### src/rtl/common.sv
// Shared types and default latencies for the execute-stage sequencer.
package common;

    typedef enum logic [1:0] {
        IDLE = 2'd0,
        EXEC = 2'd1,
        HOLD = 2'd2
    } ex_seq_state_t;

    typedef enum logic [1:0] {
        EX_ALU = 2'd0,
        EX_MUL = 2'd1,
        EX_DIV = 2'd2,
        EX_RSV = 2'd3
    } ex_class_t;

    localparam int unsigned EX_MUL_CYCLES = 4;
    localparam int unsigned EX_DIV_CYCLES = 32;

endpackage

### src/rtl/execute_stage_seq_counter.sv
// Loadable down-counter with zero flag and synchronous clear; saturates at zero.
module ex_seq_counter #(
    parameter int unsigned CNT_W = 8
) (
    input  logic             clk,
    input  logic             rst,
    input  logic             clr,
    input  logic             load,
    input  logic [CNT_W-1:0] load_val,
    input  logic             dec,
    output logic             zero
);

    logic [CNT_W-1:0] cnt_q;

    always_ff @(posedge clk or posedge rst) begin
        if (rst) begin
            cnt_q <= '0;
        end else if (clr) begin
            cnt_q <= '0;
        end else if (load) begin
            cnt_q <= load_val;
        end else if (dec && (cnt_q != '0)) begin
            cnt_q <= cnt_q - 1'b1;
        end
    end

    assign zero = (cnt_q == '0);

endmodule

### src/rtl/execute_stage_seq.sv
// Execute-stage sequencer: admits one op at a time, sequences MUL/DIV, holds result for writeback.
// Define EXECUTE_STAGE_SEQ_DIV_EN to sequence DIV on the iterative unit; otherwise DIV is illegal.
module execute_stage_seq
    import common::*;
#(
    parameter int unsigned MUL_CYCLES = EX_MUL_CYCLES,
    parameter int unsigned DIV_CYCLES = EX_DIV_CYCLES,
    parameter int unsigned CNT_W      = 8
) (
    input  logic       clk,
    input  logic       rst,
    input  logic       issue_valid,
    output logic       issue_ready,
    input  logic [1:0] issue_class,
    input  logic       flush,
    output logic       unit_start,
    output logic       unit_sel,
    output logic       res_valid,
    input  logic       res_ready,
    output logic [1:0] res_class,
    output logic       illegal_op,
    output logic       busy
);

    localparam logic [CNT_W-1:0] MUL_LOAD = CNT_W'(MUL_CYCLES - 2);
    localparam logic [CNT_W-1:0] DIV_LOAD = CNT_W'(DIV_CYCLES - 2);

    ex_seq_state_t    state_q;
    logic             res_valid_q;
    logic [1:0]       res_class_q;
    logic             illegal_q;
    logic             accept;
    logic             is_multi;
    logic             is_illegal;
    logic             cnt_zero;
    logic [CNT_W-1:0] load_val;

    always_comb begin
`ifdef EXECUTE_STAGE_SEQ_DIV_EN
        is_multi   = (issue_class == EX_MUL) || (issue_class == EX_DIV);
        is_illegal = (issue_class == EX_RSV);
        unit_sel   = (issue_class == EX_DIV);
`else
        is_multi   = (issue_class == EX_MUL);
        is_illegal = (issue_class == EX_RSV) || (issue_class == EX_DIV);
        unit_sel   = 1'b0;
`endif
        load_val    = (issue_class == EX_DIV) ? DIV_LOAD : MUL_LOAD;
        issue_ready = !rst && !flush &&
                      ((state_q == IDLE) || ((state_q == HOLD) && res_ready));
        accept      = issue_valid && issue_ready && !flush;
        unit_start  = accept && is_multi;
    end

    ex_seq_counter #(
        .CNT_W (CNT_W)
    ) u_counter (
        .clk      (clk),
        .rst      (rst),
        .clr      (flush),
        .load     (unit_start),
        .load_val (load_val),
        .dec      (state_q == EXEC),
        .zero     (cnt_zero)
    );

    // Flush beats accept beats the per-state transitions.
    always_ff @(posedge clk or posedge rst) begin
        if (rst) begin
            state_q     <= IDLE;
            res_valid_q <= 1'b0;
            res_class_q <= 2'd0;
            illegal_q   <= 1'b0;
        end else if (flush) begin
            state_q     <= IDLE;
            res_valid_q <= 1'b0;
        end else if (accept) begin
            res_class_q <= issue_class;
            illegal_q   <= is_illegal;
            if (is_multi) begin
                state_q     <= EXEC;
                res_valid_q <= 1'b0;
            end else begin
                state_q     <= HOLD;
                res_valid_q <= 1'b1;
            end
        end else begin
            unique case (state_q)
                EXEC: begin
                    if (cnt_zero) begin
                        state_q     <= HOLD;
                        res_valid_q <= 1'b1;
                    end
                end
                HOLD: begin
                    if (res_ready) begin
                        state_q     <= IDLE;
                        res_valid_q <= 1'b0;
                    end
                end
                default: ;
            endcase
        end
    end

    assign res_valid  = res_valid_q;
    assign res_class  = res_class_q;
    assign illegal_op = illegal_q;
    assign busy       = (state_q != IDLE);

endmodule

### config.mk
export PLATFORM = sky130hd
export DESIGN_NAME = execute_stage_seq
export DESIGN_NICKNAME = d
export VERILOG_FILES = /design/src/rtl/common.sv /design/src/rtl/execute_stage_seq_counter.sv /design/src/rtl/execute_stage_seq.sv
export SDC_FILE = /design/constraint.sdc
export NUM_CORES = 1
export LEC_CHECK = 0
export BUFFER_PORTS_ARGS = -buffer_cell sky130_fd_sc_hd__buf_4
export CORE_MARGIN = 1.5
export CORE_UTILIZATION = 30
export DETAILED_ROUTE_END_ITERATION = 7
export GPL_ROUTABILITY_DRIVEN = 0
export PLACE_DENSITY = 0.48
export SLEW_MARGIN = 10
export SYNTH_ARGS = -nofsm -noshare
export SYNTH_HDL_FRONTEND = slang
export SYNTH_HIERARCHICAL = 1
export SYNTH_SLANG_ARGS = --single-unit
### constraint.sdc
create_clock -name clk -period 3.4 [get_ports clk]
set_input_delay 0.17 -clock clk [delete_from_list [all_inputs] [get_ports clk]]
set_output_delay 0.17 -clock clk [all_outputs]
set_load 0.02 [all_outputs]
==> results.json, run 1 <==
{
  "die_h_um": 58.0,
  "crit_fanout": 20,
  "cts_tree": "done",
  "clock-sinks": 13,
  "syn_inst": 96,
  "ys_types": 36,
  "drt_wl_total_um": 1840,
  "io_pins": 15,
  "yosysTopAreaCell": "dfrtp_1",
  "worstSetupEndpoint": "unit_start",
  "area_growth_syn_to_layout_pct": 19.8,
  "r2r-start": "u_counter/cnt_q[0]",
  "drtIter0Drc": 27,
  "synth_fa_ha_area_share_pct": 6.89,
  "crit_path_start": "rst",
  "fillCellCount": 290,
  "start_kind": "input port",
  "leakage_nw": 0.502,
  "min_path_type": "in -> reg",
  "synthTopCellsByArea": "dfrtp_1 (36%), ha_1 (6.9%), inv_1 (6.2%)",
  "synth_compound_area_share_pct": 18.6,
  "crit_slowest_cell": "dlygate4sd3_1",
  "reg2regPathDepth": 7,
  "ys_ff_latch": 13,
  "ir_drop_v": 0.000215,
  "vias": 722,
  "reg2reg_slack_ns": 1.36,
  "avgSynthCellArea_um2": 9.46,
  "multi_input_area_um2": 527,
  "path_delay_family": "buffers and inverters",
  "worstSetupPathType": "in -> out",
  "fin_util_pct": 38.8,
  "core_area_um2": 2810,
  "path_depth": 6,
  "crit_arrival_ns": 1.91,
  "p_switching_mw": 0.137,
  "route.detailed.wl_per_inst_um": 12.5,
  "die_area_um2": 3370,
  "path_clk_slew_ns": 0.08,
  "synth-xor-area-share_pct": 3.86,
  "dpl.hpwl_um": 1370,
  "stdcell_area_um2": 1090,
  "run_status": "completed",
  "seq_power_share_pct": 44.4,
  "vias_per_cell": 4.91,
  "drv_slew": 0,
  "ys_seq_area_share_pct": 35.8,
  "finalPower_mw": 0.417,
  "power_density_nw_per_um2": 383,
  "crit_top_cell": "buf_4",
  "place_area_um2": 1050,
  "cts_max_level": 1,
  "finalNetCount": 129,
  "antenna_found_initial": 0,
  "r2r-end": "state_q[1]",
  "worstPathRequired_ns": 3.23,
  "track_usage_pct": 12.9,
  "combinationalPowerShare_pct": 32.7,
  "holdWs_ns": 0.158,
  "grt_max_degree": 21,
  "min_period_ns": 2.08,
  "diodes": 0,
  "start_util_pct": 32.4,
  "ys_warn_count": 6,
  "netlist_area_um2": 908,
  "synth_top_cell_area_share_pct": 35.8,
  "post_cts.repair.setup_buffers": 0,
  "grt_first_pass_wirelength_um": 3310,
  "cp_slowest_stage_delay_ns": 0.54,
  "synth_mux_area_share_pct": 4.13,
  "fmax_ghz": 0.480,
  "regArea_um2": 325,
  "finalHoldViolCount": 0,
  "cts_buffers": 3,
  "timing.critical_path.buf_inv": 4,
  "grt_overflow_total": 0,
  "worstSetupEndpointType": "output pin",
  "die_x_um": 58.0,
  "cts_resized": 0,
  "drc": 0,
  "clk_path_buf_depth": 2,
  "path_cells": "dlygate4sd3_1 > buf_4 > or3b_4 > nor4b_2 > buf_4 > buf_4",
  "cts_root_buf": "clkbuf_4",
  "synth_top_family_by_area": "simple AND/OR/NAND/NOR gates",
  "rows": 19,
  "antenna_left": 0,
  "clock_latency_ns": 0.27,
  "p_clk_share_pct": 22.9,
  "finClkSkew_ns": 0.00833,
  "synth-simple-area-share_pct": 22.0,
  "first_global_vias": 715,
  "post-route-period-util_pct": 61.3,
  "cap_viol_max_count": 0,
  "cts_hold_buf": 1,
  "intPower_mw": 0.280,
  "rsz0062_at_grt": "false",
  "setup_tns_ns": 0,
  "io_buffers": 13,
  "setup_violations": 0,
  "dr.pass1.iters": 4,
  "swShare_pct": 32.9,
  "drive_gt1_share_pct": 22.4
}
-- worst min path at each step --
| stage | from | end | slack [ns] | cells after the start |
|---|---|---|---|---|
| 2_1_floorplan | rst | illegal_op | -0.05 | 1 |
| 3_3_place_gp | rst | illegal_op | 0.12 | 2 |
| 3_5_place_dp | rst | res_class[1] | 0.12 | 2 |
| 4_1_cts | issue_class[0] | res_class[0] | 0.14 | 2 |
| 5_1_grt | issue_class[1] | illegal_op | 0.16 | 2 |
| 6_report | issue_class[0] | res_class[0] | 0.16 | 2 |
-- cell type report --
cell class                 instances  area share [%]
tap                               31            3.56
multi-input combinational         69            48.4
clock buffer                       4            2.41
timing repair buffer              15            10.6
sequential                        13            29.9
inverter                          15            5.17
-- cell families after synthesis --
group	Yosys count
multiplexers	3
buffers and inverters	18
AND/OR/NAND/NOR	28
AO/OA/AOI/OAI	23
flip-flops	13
XOR/XNOR	4
other	2
adder cells (fa/ha/maj)	5
-- power groups by stage --
stage | clock [mW] | combinational [mW] | sequential, mW
finish | 0.0954 | 0.136 | 0.185
detailed placement | 0 | 0.137 | 0.188
floorplan | 0 | 0.0711 | 0.203
global placement | 0 | 0.136 | 0.188
global route | 0.108 | 0.150 | 0.188
CTS | 0.101 | 0.138 | 0.185
-- through the flow --
| step | instances | setup WS (ns) |
|---|---|---|
| CTS | 147 | 1.32 |
| global placement | 142 | 1.35 |
| finish | 147 | 1.32 |
| detailed placement | 142 | 1.36 |
| floorplan | 100 | 1.11 |
| global route | 147 | 1.17 |
-- state kept, by name (all words and copies together) (netlist names) --
name,flops
u_counter/cnt_q,8
res_class,2
illegal_op,1
state_q,2
-- metal layers --
| metal | GRT usage, % | vias up | share of wire [%] |
|---|---|---|---|
| met5 | 0 | - | 0 |
| met2 | 18.3 | 15 | 42 |
| li1 | - | 376 | - |
| met4 | 4.98 | 0 | 0.93 |
| met1 | 19.4 | 329 | 54 |
| met3 | 2.01 | 2 | 3.2 |
-- cells in the final DEF, fill, tap and decap left out, types with 3 or more instances in the layout --
cell type  netlist  routed
inv_1           15      15
buf_4            1      14
dfrtp_1         13      13
nor2b_1          8       8
a21oi_1          7       7
conb_1           2       6
nor3_1           5       5
ha_1             5       5
o21a_1           4       4
clkbuf_4         0       3
xor2_1           3       3
nor4_1           3       3
-- worst register-to-register path, cell delays in order (launching register included) --
cell and delay, ns:
dfrtp_1 0.39, inv_1 0.11, ha_1 0.18, nor2b_1 0.42
and3_1 0.22, nor2b_1 0.06, or3_1 0.30, a311oi_1 0.26
-- synth_stat cells --
master and n:
a221o_1 1, or4b_4 1, conb_1 2, ha_1 5
a211oi_1 2, nand2_1 2, and3_1 1, nor3_1 5
a2111oi_2 1, o21a_1 4, o31ai_1 2, or4_1 1
inv_1 15, or3b_4 1, or3_1 1, nor2_1 1
o21bai_1 1, nor4_1 3, nor2b_1 8, nand3b_1 1
nor4b_2 1, clkbuf_1 2, a311oi_1 1, a31o_2 1
or2_1 1, a21oi_1 7, xnor2_1 1, xor2_1 3
nor4_4 1, dfrtp_1 13, o41ai_1 1, buf_4 1
o311ai_0 1, a31oi_1 1, mux2_4 1, mux2_2 2
Note: power is estimated with default switching activity, not from simulation.
==> run 2, diff against run 1 <==
--- a/config.mk
+++ b/config.mk
@@ -10,7 +10,7 @@
 export CORE_UTILIZATION = 30
 export DETAILED_ROUTE_END_ITERATION = 7
 export GPL_ROUTABILITY_DRIVEN = 0
-export PLACE_DENSITY = 0.48
+export PLACE_DENSITY = 0.5
 export SLEW_MARGIN = 10
 export SYNTH_ARGS = -nofsm -noshare
 export SYNTH_HDL_FRONTEND = slang
==> constraint.sdc (replaced) <==
create_clock -name clk -period 1.82 [get_ports clk]
set_input_delay 0.091 -clock clk [delete_from_list [all_inputs] [get_ports clk]]
set_output_delay 0.091 -clock clk [all_outputs]
set_load 0.02 [all_outputs]
==> run 2 against run 1 <==
Effect of this change:
- the run now ends with negative setup slack left
- utilization increased by 9.5 points
- sequential share of layout area decreased by 5.8 points
- combinational power increased to 2.6 times the previous value
- power increased by 110%
- clock-buffer cell count unchanged
- via count increased by 11%
- non-clock buffer count increased by 20
- clock skew decreased by 0.0061 ns
- sequential power increased by 89%
- largest cell class unchanged
- largest power group unchanged
==> results.json, run 2 (synthesis results as in run 1) <==
{
  "run_status": "complete, but fails checks",
  "violations": "negative setup slack",
  "drc": 0,
  "crit_arrival_ns": 1.99,
  "leakage_nw": 0.619,
  "rows": 19,
  "r2r-start": "state_q[1]",
  "fillCellCount": 278,
  "use_met1_pct": 18.7,
  "drtIter0Drc": 7,
  "die_area_um2": 3370,
  "die_h_um": 58.0,
  "route.detailed.wl_per_inst_um": 13.2,
  "grt_busiest_layer": "met2",
  "core_area_um2": 2810,
  "antenna_left": 0,
  "finalHoldViolCount": 0,
  "diodes": 0,
  "vias_per_cell": 4.80,
  "grt_overflow_total": 0,
  "track_usage_pct": 14.3,
  "power_density_nw_per_um2": 649,
  "drv_slew": 0,
  "grt_first_pass_wirelength_um": 3590,
  "post-route-period-util_pct": 100,
  "area_growth_syn_to_layout_pct": 49.0,
  "drive_gt1_share_pct": 42.6,
  "place_area_um2": 1200,
  "min_path_type": "in -> reg",
  "dp_slack_ns": -0.0667,
  "grtUsageMet2_pct": 24.4,
  "finalPower_mw": 0.879,
  "cts_buffers": 3,
  "worstPathRequired_ns": 1.98,
  "start_kind": "flop",
  "fin_util_pct": 48.3,
  "grt_max_degree": 15,
  "holdWs_ns": 0.0720,
  "drt_wl_total_um": 2210,
  "crit_path_start": "state_q[1]",
  "die_x_um": 58.0,
  "worstSetupEndpoint": "u_counter/cnt_q[7]",
  "cts_max_level": 1,
  "dpl.hpwl_um": 1710,
  "dr.pass1.iters": 3,
  "multi_input_area_um2": 623,
  "clk_path_buf_depth": 2,
  "met3_usage_pct": 2.01,
  "cap_viol_max_count": 0,
  "final_cell_mix": "buf_4 (30), inv_1 (13), dfrtp_1 (12)",
  "finalNetCount": 149,
  "path_clk_slew_ns": 0.08,
  "cts_tree": "done",
  "r2r-end": "u_counter/cnt_q[7]",
  "vias": 801,
  "reg2reg_slack_ns": -0.009,
  "regArea_um2": 327,
  "io_buffers": 13,
  "clock-sinks": 13,
  "min_period_ns": 1.83,
  "reg2regPathDepth": 7,
  "io_pins": 15,
  "largest_register_ff_count": 8,
  "start_util_pct": 32.4,
  "ir_drop_v": 0.000362,
  "mostFrequentLayoutCell": "buf_4",
  "crit_fanout": 3,
  "worstSetupEndpointType": "flop",
  "antenna_found_initial": 0,
  "clock_latency_ns": 0.27,
  "rsz0062_at_grt": "true",
  "first_global_vias": 811,
  "setup_slack_ns": -0.00859,
  "worstSetupPathType": "reg -> reg",
  "cts_root_buf": "clkbuf_4",
  "stdcell_area_um2": 1350,
  "largest_register": "u_counter/cnt_q",
  "finClkSkew_ns": 0.00224,
  "setup_violations": 1,
  "fmax_ghz": 0.547
}
-- run 2: cell types whose count changed in the layout (fill, tap and decap cells not counted), moves of 2 or more --
cell    before  now
buf_4       14   30
buf_6        0    4
ha_1         5    2
ha_4         0    3
inv_1       15   13
nor4_1       3    1
nor4_2       0    2
-- run 2: cell type report --
type                       instances  share of cell area [%]
clock buffer                       4                    1.94
inverter                          15                    4.34
multi-input combinational         69                    46.0
sequential                        13                    24.1
tap                               31                    2.87
timing repair buffer              35                    20.7
-- run 2: worst min path at each step --
stage | startpoint | end | slack, ns | cells after the start
detailed placement | rst | state_q[0] | 0.05 | 2
floorplan | rst | illegal_op | -0.13 | 1
global placement | rst | state_q[0] | 0.04 | 2
global route | issue_class[0] | res_class[0] | 0.06 | 2
CTS | issue_class[0] | res_class[0] | 0.06 | 2
finish | issue_class[0] | res_class[0] | 0.07 | 2
-- run 2: worst max-delay path, stage by stage (launching register included) --
cell     delay [ns]
dfrtp_2        0.45
inv_4          0.09
ha_4           0.12
or4b_4         0.49
buf_6          0.15
o21a_1         0.17
nor3_2         0.18
nor3_1         0.07
-- run 2: metrics by stage --
step                std cells  TNS (ns)
finish                    167  -0.00859
global route              167    -0.227
CTS                       164   -0.0230
detailed placement        154    -0.186
global placement          154   -0.0180
floorplan                 100    -0.566
-- run 2: routing by layer --
metal | part of all wire, % | vias to the layer above
met2 | 48 | 12
li1 | - | 412
met3 | 2.0 | 2
met4 | 0.72 | 0
met1 | 49 | 375
met5 | 0 | -
-- run 2: where the power goes --
group	internal, mW	switching, mW	total [mW]
registers	0.321	0.0276	0.349
clock network	0.0848	0.0971	0.182
logic	0.177	0.172	0.348
total	0.583	0.296	0.879
-- run 2: what timing repair did --
action | 4_1_cts | 5_1_grt
endpoints found under the hold margin | 13 | 0
gates resized for setup | 5 | 5
pin swaps | 3 | 5
hold buffers | 1 | 0
setup buffers | 5 | 3
endpoints found under the setup margin | 7 | 7
==> run 3, diff against run 2 <==
--- a/config.mk
+++ b/config.mk
@@ -10,7 +10,7 @@
 export CORE_UTILIZATION = 30
 export DETAILED_ROUTE_END_ITERATION = 7
 export GPL_ROUTABILITY_DRIVEN = 0
-export PLACE_DENSITY = 0.5
+export PLACE_DENSITY = 0.48
 export SLEW_MARGIN = 10
 export SYNTH_ARGS = -nofsm -noshare
 export SYNTH_HDL_FRONTEND = slang
==> constraint.sdc (replaced) <==
create_clock -name clk -period 1.8 [get_ports clk]
set_input_delay 0.09 -clock clk [delete_from_list [all_inputs] [get_ports clk]]
set_output_delay 0.09 -clock clk [all_outputs]
set_load 0.02 [all_outputs]
==> run 3 against run 2 <==
Effect of this change:
- the run now ends clean
- die area stayed put
- register-to-register slack better by 0.06 ns
- global-route usage is essentially flat
- sequential power barely moved
- utilization down 1.8 points
- critical path depth increased by 1
- critical endpoint is now u_counter/cnt_q[1]
- highest routed layer unchanged
==> results.json, run 3 (synthesis results as in run 1) <==
{
  "cap_viol_max_count": 0,
  "run_status": "completed",
  "setup_violations": 0,
  "drtIter0Drc": 11,
  "seq_power_share_pct": 39.6,
  "worstPathRequired_ns": 1.96,
  "swShare_pct": 33.8,
  "clock-sinks": 13,
  "io_pins": 15,
  "dp_cells": 155,
  "grt_overflow_total": 0,
  "start_util_pct": 32.4,
  "stdcell_count": 162,
  "p_switching_mw": 0.298,
  "worstSetupPathType": "reg -> reg",
  "rows": 19,
  "drt_wl_total_um": 2160,
  "combinationalPowerShare_pct": 39.6,
  "min_path_type": "in -> reg",
  "die_h_um": 58.0,
  "largest_register_ff_count": 8,
  "rsz0062_at_grt": "true",
  "track_usage_pct": 14.3,
  "worstSetupEndpointType": "flop",
  "vias_per_cell": 4.88,
  "min_period_ns": 1.75,
  "finalHoldViolCount": 0,
  "finClkSkew_ns": 0.00357,
  "timing.critical_path.buf_inv": 3,
  "cts_max_level": 1,
  "fmax_ghz": 0.572,
  "antenna_left": 0,
  "die_x_um": 58.0,
  "p_clk_share_pct": 20.8,
  "drive_gt1_share_pct": 40.5,
  "path_clk_slew_ns": 0.09,
  "leakage_nw": 0.590,
  "grt_max_degree": 14,
  "die_area_um2": 3370,
  "cts_root_buf": "clkbuf_4",
  "mostFrequentLayoutCell": "buf_4",
  "first_global_vias": 831,
  "largest_register": "u_counter/cnt_q",
  "drc": 0,
  "finalNetCount": 144,
  "finalPower_mw": 0.883,
  "path_cells": "inv_4 > buf_4 > ha_4 > a21oi_4 > nor4b_4 > buf_4 > nor3_1 > a221o_1",
  "crit_slowest_cell": "dfrtp_2",
  "cp_slowest_stage_delay_ns": 0.43,
  "route.detailed.wl_per_inst_um": 13.3,
  "clk_path_buf_depth": 2,
  "drv_slew": 0,
  "crit_arrival_ns": 1.91,
  "dr.pass1.iters": 4,
  "vias": 790,
  "grt_first_pass_wirelength_um": 3680,
  "path_delay_family": "flip-flops",
  "crit_top_cell": "buf_4",
  "antenna_found_initial": 0,
  "crit_fanout": 5,
  "start_kind": "flop",
  "cts_tree": "done",
  "core_area_um2": 2810,
  "diodes": 0,
  "io_buffers": 13,
  "power_density_nw_per_um2": 677,
  "post-route-period-util_pct": 97.2,
  "cts_buffers": 3,
  "fillCellCount": 284,
  "final_cell_mix": "buf_4 (27), inv_1 (12), dfrtp_1 (12)",
  "area_growth_syn_to_layout_pct": 43.5,
  "ir_drop_v": 0.000406,
  "dpl.hpwl_um": 1700,
  "clock_latency_ns": 0.27,
  "intPower_mw": 0.585
}
run 3: changes by cell type in the layout (fill, tap and decap cells not counted):
cell / delta
a311oi_1: -1
a311oi_2: +1
buf_4: -3
buf_6: -2
inv_1: -1
inv_2: +1
nor3_1: +1
nor3_2: -1
nor4_1: +1
nor4_2: -1
run 3: worst paths after layout:
kind	startpoint	cells past startpoint	to	slack (ns)
min	issue_class[0]	2	res_class[0]	0.08
min in group asynchronous	rst	3	state_q[0]	0.31
max in group asynchronous	rst	3	u_counter/cnt_q[6]	1.18
max reg2reg	state_q[1]	8	u_counter/cnt_q[1]	0.05
max	state_q[1]	8	u_counter/cnt_q[1]	0.05
min reg2reg	res_class[0]	1	res_class[0]	0.53
run 3: layout make-up:
| class | instances | area (um2) | share of cell area, % |
|---|---|---|---|
| Clock buffer | 4 | 26.3 | 2.02 |
| Inverter | 15 | 58.8 | 4.51 |
| Multi-Input combinational cell | 69 | 618 | 47.4 |
| Sequential cell | 13 | 327 | 25.0 |
| Tap cell | 31 | 38.8 | 2.98 |
| Timing Repair Buffer | 30 | 235 | 18.0 |
run 3: stage by stage:
| stage | worst slack [ns] | cell area (um2) | setup TNS (ns) | hold slack [ns] | util, % |
|---|---|---|---|---|---|
| after floorplan | -0.120 | 992 | -0.726 | -0.132 | - |
| after global placement | -0.0544 | 1210 | -0.110 | 0.0320 | 43.1 |
| after detailed placement | -0.0555 | 1210 | -0.160 | 0.0356 | 43.1 |
| after CTS | 0.0125 | 1290 | 0 | 0.0613 | 46.1 |
| after global routing | -0.0452 | 1300 | -0.155 | 0.0730 | 46.5 |
| final | 0.0507 | 1300 | 0 | 0.0762 | 46.5 |
run 3: repair_timing:
item / CTS / global route
setup endpoints to repair: 7 / 5
hold buffers: 1 / 0
setup buffers: 3 / 0
pin swaps: 3 / 1
resized for setup: 5 / 3
hold endpoints to repair: 13 / 0
run 3: power by group through the flow:
stage	clock network (mW)	logic [mW]	registers [mW]
2_1_floorplan	0	0.156	0.388
3_5_place_dp	0	0.320	0.356
6_report	0.183	0.350	0.350
3_3_place_gp	0	0.319	0.354
4_1_cts	0.199	0.353	0.351
5_1_grt	0.213	0.380	0.355
run 3: per-layer routing:
| layer | GRT usage (%) | wire length [um] | vias to the layer above |
|---|---|---|---|
| met5 | 0 | 0 | - |
| met1 | 18.3 | 1040 | 377 |
| met2 | 24.7 | 1050 | 10 |
| met4 | 4.98 | 17 | 0 |
| met3 | 2.01 | 50 | 2 |
| li1 | - | - | 401 |
